## src/rtl/irq_pkg.sv

```systemverilog
// irq_pkg: shared types and helpers for the interrupt controller.
//   - irq_state_t : controller FSM state (IDLE / REQ / SERVICE)
//   - irq_prio_enc: lowest-index-wins priority encoder over up to MAX_IRQ lines
//   - irq_vec     : vector address = base + idx * stride (32-bit, caller truncates)
package irq_pkg;

    localparam int MAX_IRQ = 8;
    localparam int SEL_W   = 3;

    typedef enum logic [1:0] {
        IDLE    = 2'd0,
        REQ     = 2'd1,
        SERVICE = 2'd2
    } irq_state_t;

    // Line 0 is the highest priority, so scan downward and let the lowest
    // set index overwrite the result last.
    function automatic logic [SEL_W-1:0] irq_prio_enc(input logic [MAX_IRQ-1:0] v);
        logic [SEL_W-1:0] idx;
        idx = '0;
        for (int i = MAX_IRQ - 1; i >= 0; i--) begin
            if (v[i]) idx = SEL_W'(i);
        end
        return idx;
    endfunction

    function automatic logic [31:0] irq_vec(input logic [31:0] base,
                                            input logic [31:0] stride,
                                            input logic [SEL_W-1:0] idx);
        return base + stride * {29'd0, idx};
    endfunction

endpackage

```

## src/rtl/irq_sync_edge.sv

```systemverilog
// irq_sync_edge: one interrupt line brought into the clk domain.
//   clk   in  system clock
//   reset in  asynchronous active-low reset
//   raw   in  asynchronous request line
//   evt   out edge mode: one-cycle pulse on a synchronized rising edge
//              level mode (IRQ_LEVEL_EN defined): synchronized level
// Build option: IRQ_LEVEL_EN selects level-sensitive lines (no edge flop).
module irq_sync_edge (
    input  logic clk,
    input  logic reset,
    input  logic raw,
    output logic evt
);

    logic s1, s2;

`ifdef IRQ_LEVEL_EN
    always_ff @(posedge clk or negedge reset) begin
        if (!reset) begin
            s1 <= 1'b0;
            s2 <= 1'b0;
        end else begin
            s1 <= raw;
            s2 <= s1;
        end
    end

    assign evt = s2;
`else
    logic s3;

    always_ff @(posedge clk or negedge reset) begin
        if (!reset) begin
            s1 <= 1'b0;
            s2 <= 1'b0;
            s3 <= 1'b0;
        end else begin
            s1 <= raw;
            s2 <= s1;
            s3 <= s2;
        end
    end

    assign evt = s2 & ~s3;
`endif

endmodule

```

## src/rtl/irq_controller.sv

```systemverilog
// irq_controller: synchronizes raw interrupt lines, latches them as pending,
// applies a software mask and fixed priority (line 0 highest), and hands one
// request at a time to the CPU through an ack / return handshake.
//   clk        in  system clock
//   reset      in  asynchronous active-low reset
//   irq_raw    in  raw asynchronous request lines (rising edge = request)
//   mask_we    in  mask register write strobe
//   mask_wdata in  new mask (1 = line blocked)
//   int_ack    in  CPU took the request (one-cycle pulse)
//   int_ret    in  CPU returned from the handler (one-cycle pulse)
//   int_req    out request to CPU
//   int_vec    out vector of the request presented / in service
//   pending    out pending bitmap, mask not applied
//   in_service out CPU is inside a handler
// Build option: IRQ_LEVEL_EN makes lines level-sensitive; pending then follows
// the synchronized line and the device must drop it to end the request.
module irq_controller
    import irq_pkg::*;
#(
    parameter int               NUM_IRQ    = 2,
    parameter int               VEC_W      = 10,
    parameter logic [VEC_W-1:0] VEC_BASE   = VEC_W'(1),
    parameter logic [VEC_W-1:0] VEC_STRIDE = VEC_W'(1)
) (
    input  logic               clk,
    input  logic               reset,
    input  logic [NUM_IRQ-1:0] irq_raw,
    input  logic               mask_we,
    input  logic [NUM_IRQ-1:0] mask_wdata,
    input  logic               int_ack,
    input  logic               int_ret,
    output logic               int_req,
    output logic [VEC_W-1:0]   int_vec,
    output logic [NUM_IRQ-1:0] pending,
    output logic               in_service
);

    logic [NUM_IRQ-1:0] evt;
    logic [NUM_IRQ-1:0] mask;
    logic [NUM_IRQ-1:0] eligible;
    logic [SEL_W-1:0]   winner;
    logic [VEC_W-1:0]   win_vec;

    irq_state_t         state, state_nx;
    logic [VEC_W-1:0]   vec_nx;

    // Per-line synchronizer / edge detector.
    for (genvar i = 0; i < NUM_IRQ; i++) begin : g_line
        irq_sync_edge u_sync (
            .clk   (clk),
            .reset (reset),
            .raw   (irq_raw[i]),
            .evt   (evt[i])
        );
    end

    always_ff @(posedge clk or negedge reset) begin
        if (!reset) mask <= '0;
        else if (mask_we) mask <= mask_wdata;
    end

`ifdef IRQ_LEVEL_EN
    // Pending is simply the synchronized level; ack never clears it.
    assign pending = evt;
`else
    logic [SEL_W-1:0]   sel;
    logic [NUM_IRQ-1:0] clr;

    // Line being presented/serviced; needed to clear the right pending bit.
    always_ff @(posedge clk or negedge reset) begin
        if (!reset) sel <= '0;
        else if (state == IDLE && |eligible) sel <= winner;
    end

    assign clr = (state == REQ && int_ack) ? (NUM_IRQ'(1) << sel) : '0;

    // Set has priority over the ack clear so a fresh edge on the line
    // being acknowledged is not lost.
    always_ff @(posedge clk or negedge reset) begin
        if (!reset) pending <= '0;
        else        pending <= (pending & ~clr) | evt;
    end
`endif

    assign eligible = pending & ~mask;
    assign winner   = irq_prio_enc(MAX_IRQ'(eligible));
    assign win_vec  = VEC_W'(irq_vec(32'(VEC_BASE), 32'(VEC_STRIDE), winner));

    always_ff @(posedge clk or negedge reset) begin
        if (!reset) begin
            state      <= IDLE;
            int_req    <= 1'b0;
            in_service <= 1'b0;
            int_vec    <= '0;
        end else begin
            state      <= state_nx;
            int_req    <= (state_nx == REQ);
            in_service <= (state_nx == SERVICE);
            int_vec    <= vec_nx;
        end
    end

    // Mask changes only affect the selection made in IDLE; a request already
    // latched into REQ stays up until acknowledged.
    always_comb begin
        state_nx = state;
        vec_nx   = int_vec;
        case (state)
            IDLE: begin
                if (|eligible) begin
                    state_nx = REQ;
                    vec_nx   = win_vec;
                end
            end
            REQ: begin
                if (int_ack) state_nx = SERVICE;
            end
            SERVICE: begin
                if (int_ret) state_nx = IDLE;
            end
            default: state_nx = IDLE;
        endcase
    end

endmodule

```

## config.mk

```make
export PLATFORM = sky130hd
export DESIGN_NAME = irq_controller
export DESIGN_NICKNAME = d
export VERILOG_FILES = /design/src/rtl/irq_pkg.sv /design/src/rtl/irq_sync_edge.sv /design/src/rtl/irq_controller.sv
export SDC_FILE = /design/constraint.sdc
export NUM_CORES = 1
export LEC_CHECK = 0
export ABC_AREA = 0
export CAP_MARGIN = 15
export CORE_AREA = 3 3 50 52
export CTS_CLUSTER_DIAMETER = 40
export CTS_CLUSTER_SIZE = 24
export DETAILED_ROUTE_END_ITERATION = 10
export DIE_AREA = 0 0 53 55
export GPL_ROUTABILITY_DRIVEN = 1
export PLACE_DENSITY_LB_ADDON = 0.08
export SYNTH_ARGS = -nofsm -noshare
export SYNTH_HDL_FRONTEND = slang
export SYNTH_SLANG_ARGS = --single-unit
export TNS_END_PERCENT = 50
```

## constraint.sdc

```tcl
create_clock -name clk -period 1.6 [get_ports clk]
set_input_delay 0.24 -clock clk [delete_from_list [all_inputs] [get_ports clk]]
set_output_delay 0.24 -clock clk [all_outputs]
set_load 0.005 [all_outputs]
```

==> summary.md <==
| Metric | Value |
|---|---|
| Status | `finished, final reports clean` |
| Post-synthesis cell type count | `16` |
| Maxcap violations | `0` |
| Final core occ | `~38%` |
| Initial DRC Count | `6` |
| First-pass GRT wire length | `1810 um` |
| Synth area leaders | `dfrtp_1 64%, buf_4 9.6%, mux2_2 3.6%, a221o_1 3.2%, o31a_2 3.2%` |
| Routed WL per cell | `10.7 um` |
| Hold Vio Cnt, Final | `0` |
| Die span in x | `about 53 um` |
| YS warnings | `0` |
| Sequential-to-total area share from yosys stat | `a little under two thirds` |
| Hold buffer count at cts | `0` |
| Synthesized area | `627 sq um` |
| Slew Limit Fails | `0` |
| CP delay by family, top | `buffers and inverters` |
| Top routing layer used | `met4` |
| CP Class | `reg2out` |
| Reg2Reg Depth | `2` |
| Sequence of cells on the critical path | `clkdlybuf4s50_1` |
| F_max | `about 0.68 GHz` |
| Synth-to-layout area growth | `29.5%` |
| Clock-pin slew on the worst setup and hold paths | `roughly 90 ps` |
| Design Power | `roughly 1200 uW` |
| Final HPWL DP | `about 770 um` |
| Vias in the first global route | `388` |
| Critical Path Start Type | `register` |
| Layout fillers | `227` |
| Setup TNS | `0 ps` |
| Diodes inserted | `0` |
| DRC | `0` |
| Post-synth top area share | `a little under two thirds` |
| Clk pwr share | `a little over a fifth` |
| Height of the die | `55 um` |
| Layout net count | `75` |
| Layout cells sized above 1 | `15.4%` |
| Clock Latency Late Sink | `approximately 280 ps` |
| Register-to-register setup slack | `around 320 ps` |
| Final period utilization | `91.4%` |
| CP Max Fanout | `5` |
| Met3 wire len | `~70 um` |
| RSZ-0062 raised after global routing | `false` |
| Cell leakage power | `~0.00036 uW` |
| Antenna Nets Post-Route | `0` |
| H-tree Lvls | `1` |
| Yosys reg bits | `16` |
| GR Overflow Total | `0` |
| Largest net degree at the start of global routing | `17` |
| Final non-filler cell area | `between 800 and 900 sq um` |
| Setup violations, final | `0` |
| Syn Inst Count | `47` |
| Core area | `2150 sq um` |
| Required time of the critical path | `1360 ps` |
| CTS resizes | `0` |
| Vias/cell | `roughly 4` |
| PortBufs | `14` |
| Initial Utilization | `between 20 and 30%` |
| # IOs | `23` |
| CTS root buffer | `clkbuf_4` |
| Internal | `a little over 900 uW` |
| WL final | `993 um` |
| Final Critical Period | `between 1000 and 1500 ps` |
| Initial antenna violation count | `0` |
| Switch share | `26.9%` |
| Pwr/cell area | `1540 nW/um^2` |
| Area of placed instances | `approximately 780 sq um` |
| Syn_area_per_cell | `13.3 sq um` |
| M1 WL | `about 440 um` |
| CP max-delay cell | `clkdlybuf4s50_1` |
| CTS max path bufs | `2` |
| FP Rows | `17` |
| Met2 routed WL | `between 400 and 500 um` |
| Worst setup margin | `138 ps` |
| Postcts setup bufs | `0` |
| FF-to-FF Start | `state[0]` |
| Area leader, netlist | `dfrtp_1` |
| Pre-Repair DR Iteration Count | `4` |
| Type of the worst min-delay path | `in2async` |
| Total number of vias | `about 380` |
| Crit-path max cell delay | `520 ps` |
| Total CTS buffers | `3` |
| Peak supply drop | `554 uV` |
| Logic gate share of total power | `30.6%` |
| Critical Path End Type | `output port` |
| Reg2Reg Capture Point | `int_vec[0]` |
| Total GRT Usage | `roughly 8.8%` |
| # clock sinks | `16` |
| Multi-input logic area | `181 sq um` |
| DIE AREA | `approximately 3000 sq um` |
| Pre-CTS worst setup slack | `approximately 300 ps` |
| Final Wtd Congestion | `about 0.64` |
| FF+latch area | `around 400 sq um` |
| Sequential share of power | `48.6%` |
| Final worst clock skew | `approximately 2.1 ps` |
| TritonCTS clock tree | `built` |
| WP data arrival | `about 1200 ps` |
| Psw | `about 340 uW` |
| Buf+Inv Stages, Crit Path | `1` |
[power by group through the flow]
stage          logic (uW)  clock network [uW]  registers [uW]
2_1_floorplan         201                   0             600
3_3_place_gp          388                   0             616
3_5_place_dp          388                   0             617
4_1_cts               390                 271             609
5_1_grt               433                 296             633
6_report              381                 260             606
[synthesized netlist by cell type (all sizes together)]
| master | count |
|---|---|
| nor4b | 1 |
| dfrtp | 16 |
| nand2b | 1 |
| mux2 | 2 |
| o21ai | 2 |
| conb | 1 |
| inv | 3 |
| nor2b | 3 |
| and2 | 1 |
| buf | 8 |
| a21oi | 2 |
| a21o | 1 |
| or4b | 1 |
| nand3b | 1 |
| o31a | 2 |
| a221o | 2 |
[state kept, by name (all words and copies together), names as in the netlist]
register,cells
in_service,1
pending,2
int_req,1
mask,2
state,2
g_line.u_sync.s1,2
g_line.u_sync.s2,2
g_line.u_sync.s3,2
int_vec,2
[metal layers]
layer  global-route usage [%]  vias up
li1                         -      183
met1                     12.1      179
met2                     12.0       13
met3                     2.68        2
met4                     5.11        0
met5                        0        -
[cells by family after synthesis]
kind of cell | Yosys count | share of synthesized area [%]
DFF | 16 | 63.9
buffers and inverters | 11 | 11.4
AOI/OAI and AO/OA | 9 | 10.8
and+or+nand+nor | 8 | 9.78
muxes | 2 | 3.59
other | 1 | 0.598
[stage by stage]
stage / hold WS (ps) / instances
floorplan: -55.6 / 54
global placement: 332 / 89
detailed placement: 335 / 89
CTS: 280 / 93
global route: 294 / 93
finish: 281 / 93
[worst max path at each step]
stage / start / to / slack (ps) / depth (start not counted)
final: pending[1] / pending[1] / 140 / 1
after global routing: pending[1] / pending[1] / 50 / 1
after CTS: pending[1] / pending[1] / 110 / 1
after detailed placement: int_ack / pending[0] / 290 / 3
after global placement: int_ack / pending[0] / 310 / 3
after floorplan: state[0] / int_vec[0] / 380 / 2
[area by class of cell]
cell class	instances	share of cell area, %
sequential	16	49.3
multi-input combinational	27	22.3
timing repair buffer	15	18.2
clock buffer	4	4.47
tap	28	4.31
inverter	3	1.39
[layout by cell type, fill, tap and decap left out, types with 2 or more instances in the layout]
master and instances:
dfrtp_1 16, clkdlybuf4s50_1 14, conb_1 8, nor2b_1 3, inv_1 3, clkbuf_4 3
a21oi_1 2, o31a_2 2, o21ai_0 2, a221o_1 2, mux2_2 2
Power figures use the tool's default switching activity.
